File: src/rtl/pwm_update_scheduler.sv
// Frame-synchronous duty update scheduler: posts land in a shadow store and are flushed to the
// PWM array over APB, one write per dirty channel, on each frame tick. Option: PWM_SCHED_TIMEOUT_EN.
`timescale 1ns/1ps
module pwm_update_scheduler #(
   parameter int NUM_CH       = 32,
   parameter int CH_BITS      = 5,
   parameter int ADDR_WIDTH   = 15,
   parameter int DUTY_REG_IDX = 2,
   parameter int TIMEOUT_CYC  = 15
) (
   input  logic                  clk_i,
   input  logic                  resetn_i,
   input  logic                  upd_valid_i,
   input  logic [CH_BITS-1:0]    upd_ch_i,
   input  logic [31:0]           upd_duty_i,
   input  logic                  frame_tick_i,
   input  logic                  err_clr_i,
   output logic                  psel_o,
   output logic                  penable_o,
   output logic                  pwrite_o,
   output logic [ADDR_WIDTH-1:0] paddr_o,
   output logic [31:0]           pwdata_o,
   input  logic                  pready_i,
   input  logic                  pslverr_i,
   output logic                  busy_o,
   output logic                  err_o,
   output logic [CH_BITS-1:0]    err_ch_o,
   output logic                  overrun_o
);

   typedef enum logic [1:0] {S_IDLE, S_SCAN, S_SETUP, S_ACCESS} state_e;

   localparam logic [CH_BITS-1:0] LAST_CH = CH_BITS'(NUM_CH - 1);
   localparam logic [2:0]         REG_IDX = 3'(DUTY_REG_IDX);

   state_e                  state_q, state_d;
   logic [CH_BITS-1:0]      idx_q, idx_d;
   logic [NUM_CH-1:0]       dirty_q, dirty_d;
   logic [31:0]             shadow_q [NUM_CH];
   logic [ADDR_WIDTH-1:0]   paddr_q, paddr_d;
   logic [31:0]             pwdata_q, pwdata_d;
   logic                    err_q, err_d;
   logic [CH_BITS-1:0]      err_ch_q, err_ch_d;
   logic                    overrun_q, overrun_d;
   logic                    upd_ok;
   logic                    tmo_hit;

   assign upd_ok = upd_valid_i && (32'(upd_ch_i) < 32'(NUM_CH));

`ifdef PWM_SCHED_TIMEOUT_EN
   localparam int TMO_BITS = $clog2(TIMEOUT_CYC + 1);

   logic [TMO_BITS-1:0] tmo_cnt_q, tmo_cnt_d;

   // Fires on the last permitted ACCESS cycle; a pready_i in that same cycle still wins.
   assign tmo_hit   = (state_q == S_ACCESS) && !pready_i && (tmo_cnt_q == TMO_BITS'(TIMEOUT_CYC - 1));
   assign tmo_cnt_d = (state_q == S_ACCESS) ? tmo_cnt_q + 1'b1 : '0;

   always_ff @(posedge clk_i or negedge resetn_i) begin
      if (!resetn_i) tmo_cnt_q <= '0;
      else           tmo_cnt_q <= tmo_cnt_d;
   end
`else
   assign tmo_hit = 1'b0;
`endif

   always_comb begin
      // NOTE: every comb output gets a default first so no path leaves a latch behind.
      state_d   = state_q;
      idx_d     = idx_q;
      dirty_d   = dirty_q;
      paddr_d   = paddr_q;
      pwdata_d  = pwdata_q;
      err_d     = err_q;
      err_ch_d  = err_ch_q;
      overrun_d = overrun_q;
      psel_o    = 1'b0;
      penable_o = 1'b0;
      busy_o    = 1'b1;

      if (err_clr_i) begin
         err_d     = 1'b0;
         overrun_d = 1'b0;
      end
      if (frame_tick_i && state_q != S_IDLE) overrun_d = 1'b1;

      unique case (state_q)
         S_IDLE: begin
            busy_o = 1'b0;
            if (frame_tick_i) begin
               idx_d   = '0;
               state_d = S_SCAN;
            end
         end
         S_SCAN: begin
            if (dirty_q[idx_q]) begin
               pwdata_d       = shadow_q[idx_q];
               paddr_d        = ADDR_WIDTH'({idx_q, REG_IDX, 2'b00});
               dirty_d[idx_q] = 1'b0;
               state_d        = S_SETUP;
            end else if (idx_q == LAST_CH) begin
               state_d = S_IDLE;
            end else begin
               idx_d = idx_q + 1'b1;
            end
         end
         S_SETUP: begin
            psel_o  = 1'b1;
            state_d = S_ACCESS;
         end
         S_ACCESS: begin
            psel_o    = 1'b1;
            penable_o = 1'b1;
            if (pready_i || tmo_hit) begin
               if (tmo_hit || pslverr_i) begin
                  err_d    = 1'b1;
                  err_ch_d = idx_q;
               end
               if (tmo_hit) dirty_d[idx_q] = 1'b1;
               if (idx_q == LAST_CH) begin
                  state_d = S_IDLE;
               end else begin
                  idx_d   = idx_q + 1'b1;
                  state_d = S_SCAN;
               end
            end
         end
         default: state_d = S_IDLE;
      endcase

      // Applied last so a post colliding with the SCAN latch keeps the channel dirty.
      if (upd_ok) dirty_d[upd_ch_i] = 1'b1;
   end

   always_ff @(posedge clk_i or negedge resetn_i) begin
      // NOTE: sequential state uses non-blocking assignments so all registers see pre-edge values.
      if (!resetn_i) begin
         state_q   <= S_IDLE;
         idx_q     <= '0;
         dirty_q   <= '0;
         paddr_q   <= '0;
         pwdata_q  <= '0;
         err_q     <= 1'b0;
         err_ch_q  <= '0;
         overrun_q <= 1'b0;
      end else begin
         state_q   <= state_d;
         idx_q     <= idx_d;
         dirty_q   <= dirty_d;
         paddr_q   <= paddr_d;
         pwdata_q  <= pwdata_d;
         err_q     <= err_d;
         err_ch_q  <= err_ch_d;
         overrun_q <= overrun_d;
      end
   end

   always_ff @(posedge clk_i or negedge resetn_i) begin
      // NOTE: the shadow store is a register file, not RAM, so it can and must reset to zero.
      if (!resetn_i) begin
         for (int i = 0; i < NUM_CH; i++) shadow_q[i] <= '0;
      end else if (upd_ok) begin
         shadow_q[upd_ch_i] <= upd_duty_i;
      end
   end

   assign pwrite_o  = psel_o;
   assign paddr_o   = paddr_q;
   assign pwdata_o  = pwdata_q;
   assign err_o     = err_q;
   assign err_ch_o  = err_ch_q;
   assign overrun_o = overrun_q;

endmodule
File: config.mk
export PLATFORM = sky130hd
export DESIGN_NAME = pwm_update_scheduler
export DESIGN_NICKNAME = d
export VERILOG_FILES = /design/src/rtl/pwm_update_scheduler.sv
export SDC_FILE = /design/constraint.sdc
export NUM_CORES = 1
export LEC_CHECK = 0
export CAP_MARGIN = 20
export CELL_PAD_IN_SITES_DETAIL_PLACEMENT = 1
export CELL_PAD_IN_SITES_GLOBAL_PLACEMENT = 2
export CORE_ASPECT_RATIO = 1.4
export CORE_MARGIN = 10
export CORE_UTILIZATION = 47
export DETAILED_ROUTE_END_ITERATION = 8
export PLACE_DENSITY_LB_ADDON = 0.1
export SETUP_SLACK_MARGIN = 0.05
export SYNTH_ARGS = -nofsm -noshare
export SYNTH_HDL_FRONTEND = slang
export SYNTH_SLANG_ARGS = --single-unit
File: constraint.sdc
create_clock -name clk_i -period 3.49 [get_ports clk_i]
set_input_delay 1.047 -clock clk_i [delete_from_list [all_inputs] [get_ports clk_i]]
set_output_delay 1.047 -clock clk_i [all_outputs]
set_load 0.05 [all_outputs]
==> results.md, run 1 <==
- Num CTS Buffers: 111
- Cells after Synth: 3166
- Largest cells by area after synthesis: dfrtp_1 56%, mux2_2 24%, mux4_2 12%
- CTS tree: done
- Global-route total usage across every layer: 24.91%
- Hold_buf cts: 0
- CTS Buffer Depth: 3
- Remaining Overflow, GRT: 0
- Seq cells post-synth: 1108
- Fraction of layout cells with a size suffix above 1: 50.38%
- Net count, final: 3283
- Crit Path Class: flop to primary output
- Commonest non-fill, non-tap cell in the layout: dfrtp_1
- Max-slew violations: 0
- Yosys warning count: 0
- Register-to-Register Setup Slack: 0.42 ns
- Arrival time worst endpoint: 2.25 ns
- Clk_lat worst skew: 0.71 ns
- Endpoint class of the critical path: primary output
- Setup tns final: 0 ns
- Antenna viol nets, final: 0
- Placed cells: 4470
- DRT Pass-1 Iters: 5
- Via density: 6.216
- Max Clk Rate: 303.0 MHz
- Worst Tran Pin Value: 1.129 ns
- GP Congestion: 0.7591
- Post-Layout Cell Count: 4672
- Final setup fails: 0
- DR WL/cell: 31.30 µm
- Rel. slew slack: 24.51%
- Fillers: 9598
- Clock root cell: clkbuf_16
- Boundary Pins: 102
- Pin count of the biggest net entering global routing: 132
- Clock slew at reported path FFs: 0.06 ns
- Cell taking the most area after synthesis: dfrtp_1
- DR vias: 29041
- Crit start category: flop
- Mapped cell area: 0.04926 mm²
- Initial core utilization: 47.34%
- Worst hold margin: 0.2765 ns
- Lkg Pwr: 24.91 nW
- Clock Skews: 0.01651 ns
- Crit path cell chain: inv_1 -> nor2_1 -> clkdlybuf4s50_1
- Period minus WS final: 3.300 ns
- Vias in the first global route: 32874
- Clk sink count: 1108
- Drt drc: 0
- Initial drt markers: 1747
- Max-Cap Viols: 0
- Resized cells post-CTS: 0
- H-tree levels: 3
- Commonest non-fill, non-tap cells in the layout: 1106 x dfrtp_1, 1029 x mux2_2, 253 x mux4_2
- Antenna violations before repair: 1
- P_int: 28.48 mW
- Routed wire length: 146200 µm
- Period Utilization, post-route: 94.56%
- Status: complete, no violations
- Combinational share of power: 29.2%
- R2R Path End: pwdata_o[0]
- DP HPWL: 87070 µm
- Sw Share: 30.68%
- Slowest-stage cell, CP: clkdlybuf4s50_1
- First-pass GRT wire length: 220100 µm
- Crit-path max FO: 7
- Syn_area_per_cell: 15.56 µm²
- Port Buffers: 92
- Part of the power in the clock network: 29.3%
- Register area share after synthesis: 56.28%
- Hold crit path type: primary input to asynchronous set/reset pin
- Number of synthesized flops with an enable pin: 0
- Cell Rows: 140
- Buffer count from post-CTS setup fixing: 0
- Worst path required time: 2.44 ns
- Die X-Extent: 293.6 µm
- R2R depth: 8
- Die Y: 403.1 µm
- Die area: 0.1183 mm²
- Sequential Power Share: 41.4%
- Synth Flop Type: dfrtp_1
- Final Hold Fails: 0
- Peak supply drop: 0.4472 mV
- P per Cell Area: 725.5 mW/mm²
- CP peak stage delay: 0.82 ns
- Area Overhead vs Synth: 14.96%
- Reg-to-Reg Start: idx_q[1]
- Synth async-reset ratio: 100.0%
- Unique cell type count in the Yosys netlist: 51
- Core Box Area: 0.1041 mm²
- Net Sw Power: 12.61 mW
- RSZ-0062 raised after global routing: no
- Post-synth top area share: 56.28%
[worst max path at each step]
stage,startpoint,endpoint,slack (ns),cells past startpoint
2_1_floorplan,upd_ch_i[1],shadow_q[100],0.74,5
3_3_place_gp,upd_valid_i,shadow_q[490],0.20,5
3_5_place_dp,upd_ch_i[2],shadow_q[883],0.15,5
4_1_cts,flop,penable_o,0.11,3
5_1_grt,flop,penable_o,0.1,3
6_report,flop,penable_o,0.19,3
[cell families (layout without fill, tap and decap cells)]
| group | Yosys count | count (layout) | share of synthesized area [%] |
|---|---|---|---|
| AOI/OAI and AO/OA | 247 | 247 | 3.708 |
| adders and majority gates | 5 | 5 | 0.1270 |
| buffers and inverters | 327 | 474 | 2.664 |
| DFF | 1108 | 1108 | 56.28 |
| muxes | 1306 | 1306 | 35.58 |
| other | 1 | 11 | 0.007612 |
| and+or+nand+nor | 172 | 172 | 1.631 |
[sequential cells by signal (all words and copies together), names as in the netlist, named ones only]
name,cells
idx_q,5
state_q,1
shadow_q,1024
err_o,1
pwdata_o,32
dirty_q,32
overrun_o,1
err_ch_o,5
paddr_o,6
[cell type report]
cell class	count	area, µm²	area share (%)
Tap cell	1349	1688	2.980
Clock buffer	168	3266	5.766
Multi-Input combinational cell	1739	20460	36.13
Clock inverter	32	391.6	0.6915
Inverter	8	30.03	0.05302
Timing Repair Buffer	266	3058	5.400
Sequential cell	1108	27730	48.97
Antenna cell	2	5.005	0.008837
[through the flow]
stage	instance area [µm²]	setup slack [ns]	power, mW	utilization (%)
floorplan	49290	0.7364	25.00	-
global placement	52970	0.1970	28.71	50.91
detailed placement	52970	0.1479	29.40	50.91
CTS	56630	0.1118	41.57	54.42
global route	56630	0.09880	43.05	54.43
finish	56630	0.1900	41.09	54.43
[cells in the mapped netlist (2+ instances only)]
cell type / count
a31oi_1: 27
nand2b_1: 6
nand4_1: 3
buf_2: 29
o21ai_0: 28
a21oi_1: 5
or3b_2: 2
or2_2: 2
nor4_1: 2
nor2_1: 27
nor3b_1: 6
nand2_1: 85
nor3_1: 4
clkbuf_1: 223
mux2i_1: 23
a22oi_1: 64
buf_1: 53
nand4b_1: 2
mux2_2: 1029
o2111a_1: 2
o31a_1: 2
a221oi_1: 27
nand3b_1: 4
o2111ai_1: 3
a22o_1: 28
o31ai_1: 3
dfrtp_1: 1108
a32oi_1: 2
inv_1: 7
a21o_1: 43
o22ai_1: 5
buf_4: 10
mux4_2: 253
nand3_1: 21
clkbuf_2: 3
o32ai_1: 3
ha_1: 5
and3_1: 3
a211oi_1: 2
[power by group through the flow]
stage / Combinational [mW] / Clock [mW] / Sequential (mW)
6_report: 12.0 / 12.0 / 17.0
5_1_grt: 12.8 / 12.9 / 17.3
4_1_cts: 12.2 / 12.3 / 17.0
3_5_place_dp: 12.2 / 0 / 17.2
3_3_place_gp: 11.8 / 0 / 16.9
2_1_floorplan: 7.87 / 0 / 17.1
[worst max-delay path, delay by kind of cell, from the launching register on]
family                 cells  cell delay, ns
buffers and inverters      2            0.96
AND/OR/NAND/NOR            1            0.12
flip-flops                 1            0.46
[routing by layer]
metal,part of all wire (%),track usage [%],wire (µm),vias up
li1,-,-,-,11907
met1,41,31.48,59750,16258
met2,53,44.16,76890,655
met3,4.0,3.072,5809,221
met4,2.6,7.713,3793,0
met5,0,0,0,-
(Power assumes the default switching activity.)
==> run 2, diff against run 1 <==
Settings changed: ABC_CLOCK_PERIOD_IN_PS set to 3490.
==> results of run 2 <==
The final DEF is identical to that of run 1; final timing and power are the same.
